==> src/rtl/irq_ctrl_pkg.sv <==
`default_nettype none
// ============================================================================
// Module  : irq_ctrl_pkg
// Brief   : Shared line count and priority helpers for the interrupt controller.
// Revision: 1.0
// ============================================================================
package irq_ctrl_pkg;

  localparam int C_N_IRQ   = 8;
  localparam int C_MAX_IRQ = 32;

  typedef logic [C_MAX_IRQ-1:0] irq_vec_t;

  // Isolates the lowest set bit; bit 0 is the highest priority.
  function automatic irq_vec_t lowest_bit(input irq_vec_t v);
    return v & (~v + irq_vec_t'(1));
  endfunction

  function automatic logic is_one_hot(input irq_vec_t v);
    return (v != '0) && ((v & (v - irq_vec_t'(1))) == '0);
  endfunction

endpackage
`default_nettype wire

==> src/rtl/irq_sync.sv <==
`default_nettype none
// ============================================================================
// Module  : irq_sync
// Brief   : Per-line synchroniser, history flop and rising-edge detector.
// Revision: 1.0
// ============================================================================
module irq_sync #(
  parameter int SYNC_STAGES = 2
) (
  input  logic clk,
  input  logic reset,
  input  logic irq_in,
  output logic irq_edge
);

  logic [SYNC_STAGES-1:0] r_sync;
  logic                   r_hist;

  // History resets low so a line held high through reset yields one request.
  always_ff @(posedge clk or negedge reset) begin
    if (!reset) begin
      r_sync <= '0;
      r_hist <= 1'b0;
    end else begin
      r_sync <= {r_sync[SYNC_STAGES-2:0], irq_in};
      r_hist <= r_sync[SYNC_STAGES-1];
    end
  end

  assign irq_edge = r_sync[SYNC_STAGES-1] & ~r_hist;

endmodule
`default_nettype wire

==> src/rtl/irq_ctrl.sv <==
`default_nettype none
// ============================================================================
// Module  : irq_ctrl
// Brief   : Edge-latching interrupt controller with pending/in-service tracking.
// Revision: 1.0
// ============================================================================
module irq_ctrl
  import irq_ctrl_pkg::*;
#(
  parameter int N_IRQ       = C_N_IRQ,
  parameter int SYNC_STAGES = 2
) (
  input  logic             clk,
  input  logic             reset,
  input  logic [N_IRQ-1:0] irq_in,
  input  logic             mask_we,
  input  logic [N_IRQ-1:0] mask_in,
  input  logic [N_IRQ-1:0] s_calli,
  input  logic [N_IRQ-1:0] s_reti,
  output logic [N_IRQ-1:0] min_bit_s,
  output logic [N_IRQ-1:0] min_bit_a,
  output logic [N_IRQ-1:0] pending,
  output logic             irq_err
);

  logic [N_IRQ-1:0] w_edge;
  logic [N_IRQ-1:0] r_pending;
  logic [N_IRQ-1:0] r_in_service;
  logic [N_IRQ-1:0] r_mask;
  logic             r_err;

  logic [N_IRQ-1:0] w_cand;
  logic             w_ack_ok;
  logic             w_reti_ok;
  logic [N_IRQ-1:0] w_ack;
  logic [N_IRQ-1:0] w_reti;
  logic             w_err_set;

  for (genvar k = 0; k < N_IRQ; k++) begin : g_sync
    irq_sync #(
      .SYNC_STAGES(SYNC_STAGES)
    ) u_sync (
      .clk     (clk),
      .reset   (reset),
      .irq_in  (irq_in[k]),
      .irq_edge(w_edge[k])
    );
  end

  assign w_cand    = r_pending & r_mask & ~r_in_service;
  assign w_ack_ok  = is_one_hot(irq_vec_t'(s_calli)) && ((s_calli & w_cand) != '0);
  assign w_reti_ok = is_one_hot(irq_vec_t'(s_reti)) && ((s_reti & r_in_service) != '0);
  assign w_ack     = w_ack_ok  ? s_calli : '0;
  assign w_reti    = w_reti_ok ? s_reti  : '0;
  assign w_err_set = ((s_calli != '0) && !w_ack_ok) || ((s_reti != '0) && !w_reti_ok);

  // Ack is applied after reti so it wins when both name the same line.
  always_ff @(posedge clk or negedge reset) begin
    if (!reset) begin
      r_pending    <= '0;
      r_in_service <= '0;
      r_mask       <= '1;
      r_err        <= 1'b0;
    end else begin
      r_pending    <= (r_pending & ~w_ack) | w_edge;
      r_in_service <= (r_in_service & ~w_reti) | w_ack;
      if (mask_we) begin
        r_mask <= mask_in;
      end
      if (w_err_set) begin
        r_err <= 1'b1;
      end
    end
  end

  assign min_bit_s = N_IRQ'(lowest_bit(irq_vec_t'(w_cand)));
  assign min_bit_a = N_IRQ'(lowest_bit(irq_vec_t'(r_in_service)));
  assign pending   = r_pending;
  assign irq_err   = r_err;

endmodule
`default_nettype wire

==> config.mk <==
export PLATFORM = sky130hd
export DESIGN_NAME = irq_ctrl
export DESIGN_NICKNAME = d
export VERILOG_FILES = /design/src/rtl/irq_ctrl_pkg.sv /design/src/rtl/irq_sync.sv /design/src/rtl/irq_ctrl.sv
export SDC_FILE = /design/constraint.sdc
export NUM_CORES = 1
export LEC_CHECK = 0
export CAP_MARGIN = 0
export CORE_ASPECT_RATIO = 1.2
export CORE_UTILIZATION = 51
export CTS_CLUSTER_SIZE = 28
export DETAILED_ROUTE_END_ITERATION = 8
export HOLD_SLACK_MARGIN = 0.1
export PLACE_DENSITY_LB_ADDON = 0.12
export SYNTH_ARGS = -nofsm -noshare
export SYNTH_HDL_FRONTEND = slang
export SYNTH_HIERARCHICAL = 1
export SYNTH_SLANG_ARGS = --single-unit
==> constraint.sdc <==
create_clock -name clk -period 2.7 [get_ports clk]
set_input_delay 0.405 -clock clk [delete_from_list [all_inputs] [get_ports clk]]
set_output_delay 0.405 -clock clk [all_outputs]
set_load 0.02 [all_outputs]
==> reports/summary.txt, run 1 <==
hpwl dp = 3580 um
largest cells by area after synthesis = dfrtp_1, dfstp_2, nor2b_4, mux2_2, nor2_1
pin count of the biggest net entering global routing = 50
clk slew on worst S/H paths = 0.09 ns
Core Area = 4000 um^2
most common flop cell mapped by yosys = dfrtp_1
met1 Track Usage GR = 0.297
Fmax = 400 MHz
met2 global-route usage = 0.366
CP bufs+invs = 1
fraction of registers with async set/reset = 1.00
VDD IR max = 529 uV
Root Buffer = clkbuf_8
share of the synthesized area in the top cell type = 0.473
number of global-route vias before repair = 1577
Worst Setup Start Kind = flip-flop
global route total overflow = 0
Chip Width = 61.5 um
wire length per cell = 14.7 um
Hold Vio Cnt, Final = 0
Slew @ Worst Pin = 1.02 ns
pins over their slew limit = 0
Num CTS Buffers = 5
slowest CP cell = clkdlybuf4s50_1
Leak Pwr = 1.29 nW
Setup Buffers After CTS = 0
crit path DAT = 2.10 ns
worst skew pair latency = 0.31 ns
RSZ-0062 raised after global routing = false
Slew HR = 0.319
PwrDens = 641 nW/um^2
Hold Path Class = primary input to async pin
Setup CP Type = flip-flop to output pin
cell-by-cell trace of the critical path = or4_1 > nor2_1 > clkdlybuf4s50_1
hold buffer count at CTS = 0
Pwr Total = 1.91 mW
Worst setup EP type = output pin
H-tree levels = 2
Final Cycle Share = 0.927
delay-heaviest family, CP = simple AND/OR/NAND/NOR gates
antenna viol nets, final = 0
number of cells on the critical path = 3
post-synthesis sequential area ratio = 0.570
Max-Cap Viols = 0
PortBufs = 59
Tmin final = 2.50 ns
Setup violations, final = 0
antenna violations before repair = 0
commonest cells in the netlist = dfrtp_1, nor2_1, inv_1
initial drt markers = 90
Critical Path Source = r_in_service[1]
footprint of the multi-input gates = 855 um^2
most frequent cell after synthesis = dfrtp_1
Starting Density = 0.542
CP max FO = 7
EDFF count, synth = 0
outcome = complete, no violations
Syn Std Cell Area = 2170 um^2
clk buf depth = 2
CTS sink cnt = 49
Syn-to-layout area delta = 37.8%
required time worst endpoint = 2.30 ns
first-pass GRT wire length = 7320 um
ANT cells = 0
Critical Path Max Stage Delay = 0.61 ns
GRT met3 Usage = 0.0546
Reg area = 1240 um^2
Seq cells post-synth = 49
total number of yosys warnings = 6
library cells used by synthesis = 39
drt pass-1 iters = 4
Fin Clk Skew = 0.0104 ns
Site Rows = 25
GPL Wtd Cong = 0.901
final net count = 296
WL final = 4640 um
gr usage total = 0.229
CTS resizes = 3
r2r worst-path depth = 7
CTS tree = done
Fillers = 299
die outline height = 73.5 um
Cells after Synth = 189
detail-routed via count per cell = 5.42
Die ar. = 4520 um^2
layout cells sized above 1 = 0.172
GR peak layer = met2
Yosys top cell by area = dfrtp_1
setup_tns = 0 ns
DRC Markers = 0
Synth Area per Inst = 11.5 um^2
I/O pin count = 60
via count = 1712
Synthesized Nets = 224
reg2reg start = r_in_service[1]
==> flip-flops by register name, summed over array words and instances, names as in the netlist <==
| register | cells |
|---|---|
| g_sync.u_sync/r_sync | 16 |
| g_sync.u_sync/r_hist | 8 |
| pending | 8 |
| r_in_service | 8 |
| r_mask | 8 |
| irq_err | 1 |
==> cells by family after synthesis <==
logic type,count (synthesis),synth area share
fa+ha+maj,3,0.0138
xor+xnor,1,0.00404
mux,9,0.0461
buf+inv,18,0.0363
flops,49,0.570
simple gates,77,0.221
compound gates,32,0.109
==> cell type report <==
cell class / count / area share
clock buffer: 5 / 0.0230
clock inverter: 3 / 0.0159
inverter: 14 / 0.0176
multi-input combinational: 122 / 0.286
sequential: 49 / 0.414
tap: 54 / 0.0226
timing repair buffer: 69 / 0.221
==> cells in the final DEF, fill, tap and decap left out, types with 2 or more instances in the layout <==
master	Yosys	layout
or3_1	3	3
dfrtp_1	41	41
nand2_1	8	8
nand3_1	9	9
nand4_1	2	2
clkbuf_8	0	5
nor3_1	5	5
o22ai_1	3	3
dlygate4sd2_1	0	3
a21oi_1	2	2
dfstp_2	8	8
nand3b_1	6	6
nor3b_1	3	3
buf_4	1	10
o21ai_0	2	2
a211oi_1	2	2
nor4_1	3	3
maj3_1	3	3
dlymetal6s2s_1	0	2
a22o_1	8	8
inv_6	0	2
clkdlybuf4s50_1	0	53
a22oi_1	4	4
nor2_1	20	20
a31oi_1	8	8
nor2b_1	2	2
inv_1	14	14
mux2_2	8	8
nand2b_1	2	2
nor2b_4	8	8
==> worst paths after layout <==
kind	to	slack, ns
worst max-delay path	min_bit_a[4]	0.20
worst min-delay path	g_sync[3].u_sync/r_sync[1]	0.27
worst max register to register	r_in_service[0]	0.92
worst min register to register	g_sync[0].u_sync/r_sync[1]	0.36
max in group asynchronous	g_sync[0].u_sync/r_hist	1.80
min in group clk	g_sync[0].u_sync/r_sync[1]	0.36
==> stage by stage <==
| step | cells | setup WS, ns | util | hold slack (ns) | instance area (um^2) |
|---|---|---|---|---|---|
| after floorplan | 189 | 0.529 | - | 0.109 | 2170 |
| after global placement | 308 | 0.188 | 0.717 | 0.332 | 2870 |
| after detailed placement | 308 | 0.149 | 0.717 | 0.340 | 2870 |
| after CTS | 316 | 0.0475 | 0.745 | 0.293 | 2980 |
| after global routing | 316 | 0.121 | 0.747 | 0.357 | 2990 |
| final | 316 | 0.198 | 0.747 | 0.268 | 2990 |
==> per-layer routing <==
layer / share of wire / routed length (um) / vias to the layer above
met4: 0.020 / 92 / 0
met1: 0.43 / 1980 / 834
li1: - / - / 823
met5: 0 / 0 / -
met2: 0.50 / 2330 / 47
met3: 0.049 / 227 / 8
==> power breakdown <==
part	internal (mW)	switching (mW)	total (mW)
sequential	0.820	0.0756	0.895
combinational	0.258	0.230	0.487
clock	0.282	0.250	0.532
Note: power is estimated with default switching activity, not from simulation.
==> inputs of run 2 (changes only) <==
Settings changed: CTS_CLUSTER_DIAMETER from default to 60.
==> results of run 2 <==
Same layout as run 1: the final DEF is identical, and so are final timing and power.
==> inputs of run 3 (changes only) <==
Settings changed: ABC_CLOCK_PERIOD_IN_PS from default to 2700.
==> results of run 3 <==
Same layout as run 1: the final DEF is identical, and so are final timing and power.
